$ cat src/rtl/vga_pmod_rx_pkg.sv
// Shared VGA timing, TinyVGA PMOD bit map and receiver state encoding.
// No ports; imported by the receiver and the sync generator side.
package vga_pmod_rx_pkg;

    localparam int H_ACTIVE = 640;
    localparam int H_BACK   = 48;
    localparam int H_TOTAL  = 800;
    localparam int V_ACTIVE = 480;
    localparam int V_BACK   = 33;
    localparam int V_TOTAL  = 525;

    // pmod byte: {hs, B0, G0, R0, vs, B1, G1, R1}
    localparam int PMOD_HS = 7;
    localparam int PMOD_B0 = 6;
    localparam int PMOD_G0 = 5;
    localparam int PMOD_R0 = 4;
    localparam int PMOD_VS = 3;
    localparam int PMOD_B1 = 2;
    localparam int PMOD_G1 = 1;
    localparam int PMOD_R1 = 0;

    // both syncs deasserted, colour off
    localparam logic [7:0] PMOD_IDLE = 8'h88;

    typedef enum logic [1:0] {
        ST_SEARCH  = 2'd0,
        ST_MEASURE = 2'd1,
        ST_LOCKED  = 2'd2
    } rx_state_t;

    function automatic logic [5:0] pmod_rgb(input logic [7:0] p);
        return {p[PMOD_R1], p[PMOD_R0],
                p[PMOD_G1], p[PMOD_G0],
                p[PMOD_B1], p[PMOD_B0]};
    endfunction

endpackage

$ cat src/rtl/vga_pmod_rx_if.sv
// Decoded pixel stream and lock status leaving the PMOD receiver.
// master: receiver drives; slave: capture logic or monitor reads.
interface vga_pmod_rx_if;

    logic       pix_valid;
    logic [9:0] pix_x;
    logic [9:0] pix_y;
    logic [5:0] rgb;
    logic       frame_start;
    logic       locked;
    logic       sync_err;
    logic [7:0] frame_cnt;

    modport master (
        output pix_valid, pix_x, pix_y, rgb,
        output frame_start, locked, sync_err, frame_cnt
    );

    modport slave (
        input pix_valid, pix_x, pix_y, rgb,
        input frame_start, locked, sync_err, frame_cnt
    );

endinterface

$ cat src/rtl/vga_sync_edge.sv
// Registers the PMOD byte once and finds rising hsync/vsync edges.
// Ports: clk, rst_n, pmod_in -> pin_q, hs_rise, vs_rise.
module vga_sync_edge
    import vga_pmod_rx_pkg::*;
(
    input  logic       clk,
    input  logic       rst_n,
    input  logic [7:0] pmod_in,
    output logic [7:0] pin_q,
    output logic       hs_rise,
    output logic       vs_rise
);

    logic hs_d;
    logic vs_d;

    // idle syncs at reset so release never looks like an edge
    always_ff @(posedge clk or negedge rst_n) begin
        if (!rst_n) begin
            pin_q <= PMOD_IDLE;
            hs_d  <= 1'b1;
            vs_d  <= 1'b1;
        end else begin
            pin_q <= pmod_in;
            hs_d  <= pin_q[PMOD_HS];
            vs_d  <= pin_q[PMOD_VS];
        end
    end

    assign hs_rise = pin_q[PMOD_HS] & ~hs_d;
    assign vs_rise = pin_q[PMOD_VS] & ~vs_d;

endmodule

$ cat src/rtl/vga_pmod_rx.sv
// TinyVGA PMOD receiver: locks to VGA timing, rebuilds x/y and colour.
// Ports: clk, rst_n, pmod_in; pix (master) carries pixels and status.
module vga_pmod_rx #(
    parameter int H_ACTIVE = vga_pmod_rx_pkg::H_ACTIVE,
    parameter int H_BACK   = vga_pmod_rx_pkg::H_BACK,
    parameter int H_TOTAL  = vga_pmod_rx_pkg::H_TOTAL,
    parameter int V_ACTIVE = vga_pmod_rx_pkg::V_ACTIVE,
    parameter int V_BACK   = vga_pmod_rx_pkg::V_BACK,
    parameter int V_TOTAL  = vga_pmod_rx_pkg::V_TOTAL
) (
    input  logic          clk,
    input  logic          rst_n,
    input  logic [7:0]    pmod_in,
    vga_pmod_rx_if.master pix
);
    import vga_pmod_rx_pkg::*;

    localparam logic [9:0]  HB = 10'(H_BACK);
    localparam logic [9:0]  HE = 10'(H_BACK + H_ACTIVE);
    localparam logic [9:0]  VB = 10'(V_BACK);
    localparam logic [9:0]  VE = 10'(V_BACK + V_ACTIVE);
    localparam logic [10:0] HT = 11'(H_TOTAL);
    localparam logic [9:0]  VT = 10'(V_TOTAL);
    localparam logic [9:0]  CMAX = 10'h3ff;

    logic [7:0] pin_q;
    logic       hs_rise;
    logic       vs_rise;

    vga_sync_edge u_edge (
        .clk     (clk),
        .rst_n   (rst_n),
        .pmod_in (pmod_in),
        .pin_q   (pin_q),
        .hs_rise (hs_rise),
        .vs_rise (vs_rise)
    );

    logic [9:0] hcnt, hcnt_nx;
    logic [9:0] vcnt, vcnt_nx;
    logic       bad, first;
    logic       line_bad, frame_bad;
    rx_state_t  st, st_nx;

    // next counts are the coordinates of the pixel now in pin_q
    always_comb begin
        hcnt_nx = (hcnt == CMAX) ? hcnt : hcnt + 10'd1;
        if (hs_rise) hcnt_nx = 10'd0;
        vcnt_nx = vcnt;
        unique case (1'b1)
            vs_rise && hs_rise:  vcnt_nx = 10'd1;
            vs_rise && !hs_rise: vcnt_nx = 10'd0;
            hs_rise && !vs_rise:
                vcnt_nx = (vcnt == CMAX) ? vcnt : vcnt + 10'd1;
            default: vcnt_nx = vcnt;
        endcase
    end

    always_ff @(posedge clk or negedge rst_n) begin
        if (!rst_n) begin
            hcnt <= 10'd0;
            vcnt <= 10'd0;
        end else begin
            hcnt <= hcnt_nx;
            vcnt <= vcnt_nx;
        end
    end

    // a saturated count after (re)entry says nothing about the line
    assign line_bad  = hs_rise
                     && !(first && hcnt == CMAX)
                     && ({1'b0, hcnt} + 11'd1 != HT);
    assign frame_bad = vs_rise && (vcnt != VT);

    always_ff @(posedge clk or negedge rst_n) begin
        if (!rst_n) st <= ST_SEARCH;
        else        st <= st_nx;
    end

    always_comb begin
        st_nx = st;
        unique case (st)
            ST_SEARCH:
                if (vs_rise) st_nx = ST_MEASURE;
            ST_MEASURE:
                if (vs_rise && !bad && !line_bad && !frame_bad)
                    st_nx = ST_LOCKED;
            ST_LOCKED:
                if (line_bad || frame_bad) st_nx = ST_SEARCH;
            default: st_nx = ST_SEARCH;
        endcase
    end

    always_ff @(posedge clk or negedge rst_n) begin
        if (!rst_n) begin
            bad   <= 1'b0;
            first <= 1'b0;
        end else begin
            if (vs_rise && st != ST_LOCKED)
                bad <= 1'b0;
            else if (line_bad && st == ST_MEASURE)
                bad <= 1'b1;
            if (st_nx != st && st_nx != ST_SEARCH)
                first <= 1'b1;
            else if (hs_rise)
                first <= 1'b0;
        end
    end

    logic       valid_d, fs_d, err_d;
    logic [9:0] x_d, y_d;
    logic [5:0] rgb_d;

    always_comb begin
        valid_d = (st_nx == ST_LOCKED)
                && hcnt_nx >= HB && hcnt_nx < HE
                && vcnt_nx >= VB && vcnt_nx < VE;
        x_d   = hcnt_nx - HB;
        y_d   = vcnt_nx - VB;
        rgb_d = valid_d ? pmod_rgb(pin_q) : 6'd0;
        fs_d  = valid_d && hcnt_nx == HB && vcnt_nx == VB;
        err_d = (st == ST_LOCKED) && (line_bad || frame_bad);
    end

    always_ff @(posedge clk or negedge rst_n) begin
        if (!rst_n) begin
            pix.pix_valid   <= 1'b0;
            pix.pix_x       <= 10'd0;
            pix.pix_y       <= 10'd0;
            pix.rgb         <= 6'd0;
            pix.frame_start <= 1'b0;
            pix.sync_err    <= 1'b0;
            pix.frame_cnt   <= 8'd0;
        end else begin
            pix.pix_valid   <= valid_d;
            pix.pix_x       <= x_d;
            pix.pix_y       <= y_d;
            pix.rgb         <= rgb_d;
            pix.frame_start <= fs_d;
            pix.sync_err    <= err_d;
            pix.frame_cnt   <= pix.frame_cnt + {7'd0, fs_d};
        end
    end

    assign pix.locked = (st == ST_LOCKED);

endmodule

$ cat src/flat_wrapper.sv
// flat-port wrapper written by rule: the top's interface ports become plain ports
module vga_pmod_rx_flat import vga_pmod_rx_pkg::*;
#(
    parameter int H_ACTIVE = vga_pmod_rx_pkg::H_ACTIVE,
    parameter int H_BACK   = vga_pmod_rx_pkg::H_BACK,
    parameter int H_TOTAL  = vga_pmod_rx_pkg::H_TOTAL,
    parameter int V_ACTIVE = vga_pmod_rx_pkg::V_ACTIVE,
    parameter int V_BACK   = vga_pmod_rx_pkg::V_BACK,
    parameter int V_TOTAL  = vga_pmod_rx_pkg::V_TOTAL
)
  (clk, rst_n, pmod_in, pix_pix_valid, pix_pix_x, pix_pix_y, pix_rgb, pix_frame_start, pix_locked, pix_sync_err, pix_frame_cnt);
  vga_pmod_rx_if pix_i ();
  input  logic clk;
  input  logic rst_n;
  input  logic [7:0] pmod_in;
  output wire logic [$bits(pix_i.pix_valid)-1:0] pix_pix_valid;
  output wire logic [$bits(pix_i.pix_x)-1:0] pix_pix_x;
  output wire logic [$bits(pix_i.pix_y)-1:0] pix_pix_y;
  output wire logic [$bits(pix_i.rgb)-1:0] pix_rgb;
  output wire logic [$bits(pix_i.frame_start)-1:0] pix_frame_start;
  output wire logic [$bits(pix_i.locked)-1:0] pix_locked;
  output wire logic [$bits(pix_i.sync_err)-1:0] pix_sync_err;
  output wire logic [$bits(pix_i.frame_cnt)-1:0] pix_frame_cnt;
  assign pix_pix_valid = pix_i.pix_valid;
  assign pix_pix_x = pix_i.pix_x;
  assign pix_pix_y = pix_i.pix_y;
  assign pix_rgb = pix_i.rgb;
  assign pix_frame_start = pix_i.frame_start;
  assign pix_locked = pix_i.locked;
  assign pix_sync_err = pix_i.sync_err;
  assign pix_frame_cnt = pix_i.frame_cnt;
  vga_pmod_rx #(.H_ACTIVE(H_ACTIVE), .H_BACK(H_BACK), .H_TOTAL(H_TOTAL), .V_ACTIVE(V_ACTIVE), .V_BACK(V_BACK), .V_TOTAL(V_TOTAL)) u_core (.clk(clk), .rst_n(rst_n), .pmod_in(pmod_in), .pix(pix_i));
endmodule
$ cat config.mk
export PLATFORM = sky130hd
export DESIGN_NAME = vga_pmod_rx_flat
export DESIGN_NICKNAME = d
export VERILOG_FILES = /design/src/rtl/vga_pmod_rx_pkg.sv /design/src/rtl/vga_pmod_rx_if.sv /design/src/rtl/vga_sync_edge.sv /design/src/rtl/vga_pmod_rx.sv /design/src/flat_wrapper.sv
export SDC_FILE = /design/constraint.sdc
export NUM_CORES = 1
export LEC_CHECK = 0
export CORE_ASPECT_RATIO = 1.25
export CORE_MARGIN = 3
export CORE_UTILIZATION = 49
export CTS_CLUSTER_SIZE = 28
export DETAILED_ROUTE_END_ITERATION = 8
export PLACE_DENSITY = 0.81
export SKIP_CTS_REPAIR_TIMING = 1
export SYNTH_ARGS = -nofsm -noshare
export SYNTH_HDL_FRONTEND = slang
export SYNTH_HIERARCHICAL = 1
export SYNTH_SLANG_ARGS = --single-unit
export TNS_END_PERCENT = 50
$ cat constraint.sdc
create_clock -name clk -period 3.3 [get_ports clk]
set_input_delay 0.66 -clock clk [delete_from_list [all_inputs] [get_ports clk]]
set_output_delay 0.66 -clock clk [all_outputs]
set_load 0.01 [all_outputs]
==> out/metrics.cfg <==
[outcome]
status = complete, no violations

[place]
port_buffers = 47
gp_congestion = 0.946
hpwlAfterDp_um = 5530
preCtsSetupSlack_ns = -0.0753

[worst_hold_path]
min_path_type = register to register

[clock_tree]
cts_root_buf = clkbuf_8
cts_tree = built
htreeDepth = 3
ctsLongestPathBuffers = 2
cts.sinks = 67
clk_latency_ns = 0.34
clkTransAtPathRegs_ns = 0.07
numCtsBuffers = 9

[setup_path]
critPathTopFamily = simple AND/OR/NAND/NOR gates
cp-end-kind = register
cp-start-kind = register
crit_fanout = 7
worstPathRequired_ns = 3.53
cp.arrival_ns = 3.49
max_stage_delay_ns = 0.40
slowest_stage = dfrtp_1
path_cells = buf_4, inv_1, ha_1, nand4_1, nor4_1, nand2_1, a221oi_2, o211ai_2, nor4_4, ha_2, and3_4, nand3_2, or2_2, xnor2_1
worstSetupPathType = register to register
critPathBufInv = 2

[pwr]
power.switching_uw = 591
p_per_area_nw_per_um2 = 480
power_mw = 2.24
power_frac_comb_pct = 18.7
p_int_mw = 1.65
clkPwrFrac_pct = 38.6
peakVddDrop_uv = 388
p_sw_share_pct = 26.4
p_leak_nw = 1.95
share_seq_of_total_power_pct = 42.7

[floorplan]
core_um2 = 6610
initial_core_util_pct = 50.6
dieArea_um2 = 7860
die_w_um = 79.9
row_count = 33
design.portCount = 48
die-height_um = 98.4

[run]
maxCapViolations = 0

[global_route]
grt_pass1_wl_um = 12700
grt.total_usage_pct = 20.6
antenna_found_initial = 0
grt_pass1_vias = 2668
grt_start_max_net_pins = 68
globalRoute.totalOverflow = 0

[timing]
worst_pin_slew_ns = 0.797
rsz0062_at_grt = yes
holdWs_ns = 0.374
fmax_mhz = 307
post-route-min-period_ns = 3.26
drv_slew = 0
setup_violations = 0
fin_worst_skew_ns = 0.00884
setup_slack_ns = 0.0445
layout_worst_path_cycle_share_pct = 98.7
hold_violations = 0
slew-limit-headroom_pct = 46.8

[detailed_routing]
drtAntennaViolNets = 0
drtIter0Drc = 187
wire_per_inst_um = 16.7
vias = 2830
drt-total-wl_um = 8130
firstDrtPassIters = 5
vias_per_cell = 5.82
drc = 0

[cells_and_area]
nets = 412
area_growth_pct = 39.4
drive_gt1_share_pct = 33.3
antennaDiodeCount = 0

[synthesis]
synth_cell_type_count = 69
netlist_area_um2 = 3350
ys.flop_type = dfrtp_1
ys_seq_area_share_pct = 50.3
avgSynthCellArea_um2 = 11.0
yosys_warnings = 6
synth_cells = 303
syn_nets = 321
synth-seq-cells = 67
async_reset_ff_share_pct = 100
synth_edf_count = 0

metrics by stage:
| stage | cells | setup TNS, ns | area, um2 | utilization, % |
|---|---|---|---|---|
| after floorplan | 303 | 0 | 3370 | - |
| after global placement | 454 | 0 | 4090 | 62.0 |
| after detailed placement | 454 | -0.0753 | 4090 | 62.0 |
| after CTS | 470 | -0.0898 | 4350 | 65.9 |
| after global routing | 486 | -0.978 | 4660 | 70.6 |
| final | 486 | 0 | 4660 | 70.6 |
cells by family after synthesis:
logic type	Yosys count	share of synthesized area [%]
adder cells (fa/ha/maj)	8	2.99
flip-flops	67	50.3
buffers and inverters	34	4.90
AND/OR/NAND/NOR	109	20.2
AO/OA/AOI/OAI	66	16.7
multiplexers	1	0.299
XOR/XNOR	18	4.71
cells in the mapped netlist (2+ instances only):
master	n	area [um2]
a211oi_1	3	22.5
a211oi_2	2	25.0
a21boi_2	2	22.5
a21oi_1	9	45.0
a221oi_2	2	30.0
a311o_1	2	20.0
a31oi_1	7	43.8
a41oi_1	5	43.8
and2_1	5	31.3
and3_1	5	31.3
and4_1	3	26.3
buf_2	4	20.0
buf_4	6	45.0
clkbuf_1	2	7.51
dfrtp_1	63	1580
dfstp_2	4	105
ha_1	8	100
inv_1	19	71.3
nand2_1	19	71.3
nand2b_1	4	25.0
nand3_1	12	60.1
nand4_1	7	43.8
nand4b_1	2	17.5
nor2_1	15	56.3
nor2b_1	2	12.5
nor2b_4	2	27.5
nor3_1	9	45.0
nor3_2	3	30.0
nor4_1	3	18.8
nor4_2	7	87.6
o2111ai_1	2	17.5
o21a_1	4	30.0
o21ai_0	6	30.0
o31ai_1	2	15.0
or3_1	3	18.8
xnor2_1	11	96.3
xor2_1	7	61.3
metal layers:
layer / share of wire, % / global-route usage, %
met3: 6.1 / 5.17
met1: 38 / 24.2
met5: 0 / 0
met4: 3.7 / 10.1
met2: 52 / 34.6
final timing paths:
path | from | to | slack, ns | cells past startpoint
max reg2reg | u_core/vcnt[1] | u_core/pix.frame_cnt[7] | 0.04 | 14
max | u_core/vcnt[1] | u_core/pix.frame_cnt[7] | 0.04 | 14
min reg2reg | u_core/u_edge/pin_q[3] | u_core/u_edge/vs_d | 0.37 | 0
max in group asynchronous | rst_n | u_core/vcnt[2] | 2.24 | 2
min in group asynchronous | rst_n | u_core/hcnt[5] | 0.49 | 2
min | u_core/u_edge/pin_q[3] | u_core/u_edge/vs_d | 0.37 | 0
state kept, by name, summed over array words and instances, names as in the netlist:
register	cells
u_core/bad	1
u_core/first	1
u_core/hcnt	6
u_core/pix.frame_cnt	8
u_core/pix.frame_start	1
u_core/pix.pix_valid	1
u_core/pix.pix_x	10
u_core/pix.pix_y	10
u_core/pix.rgb	6
u_core/pix.sync_err	1
u_core/st	2
u_core/u_edge/hs_d	1
u_core/u_edge/pin_q	8
u_core/u_edge/vs_d	1
u_core/vcnt	10
final cells by class:
| type | instances | area, um2 |
|---|---|---|
| Fill cell | 454 | 1940 |
| Multi-Input combinational cell | 203 | 1720 |
| Sequential cell | 67 | 1690 |
| Timing Repair Buffer | 94 | 818 |
| Clock buffer | 11 | 151 |
| Tap cell | 87 | 109 |
| Clock inverter | 5 | 108 |
| Inverter | 19 | 75.1 |
power by group through the flow:
| stage | Clock [mW] | Combinational, mW | Sequential (mW) |
|---|---|---|---|
| floorplan | 0 | 0.208 | 0.966 |
| global placement | 0 | 0.369 | 0.959 |
| detailed placement | 0 | 0.377 | 0.962 |
| CTS | 0.883 | 0.379 | 0.947 |
| global route | 0.927 | 0.453 | 0.965 |
| finish | 0.863 | 0.419 | 0.955 |
placed cells by master, fill, tap and decap left out, types with 3 or more instances in the layout:
cell              n
dfrtp_1          60
buf_4            47
clkdlybuf4s50_1  46
inv_1            17
nand2_1          17
nor2_1           12
clkbuf_8         11
xnor2_1          10
a21oi_1           8
nand3_1           8
nand4_1           7
nor3_1            7
nor4_2            7
xor2_1            7
a31oi_1           6
o21ai_0           6
and2_1            5
a41oi_1           5
and3_1            4
nor3_2            4
a211oi_2          4
nand2b_1          4
o21a_1            4
dfstp_2           4
bufinv_16         3
nand3_2           3
nand2_2           3
nor2_2            3
or3_4             3
a21boi_2          3
ha_1              3
ha_4              3
dfrtp_2           3
No activity file was read; power rests on OpenSTA's default activity.
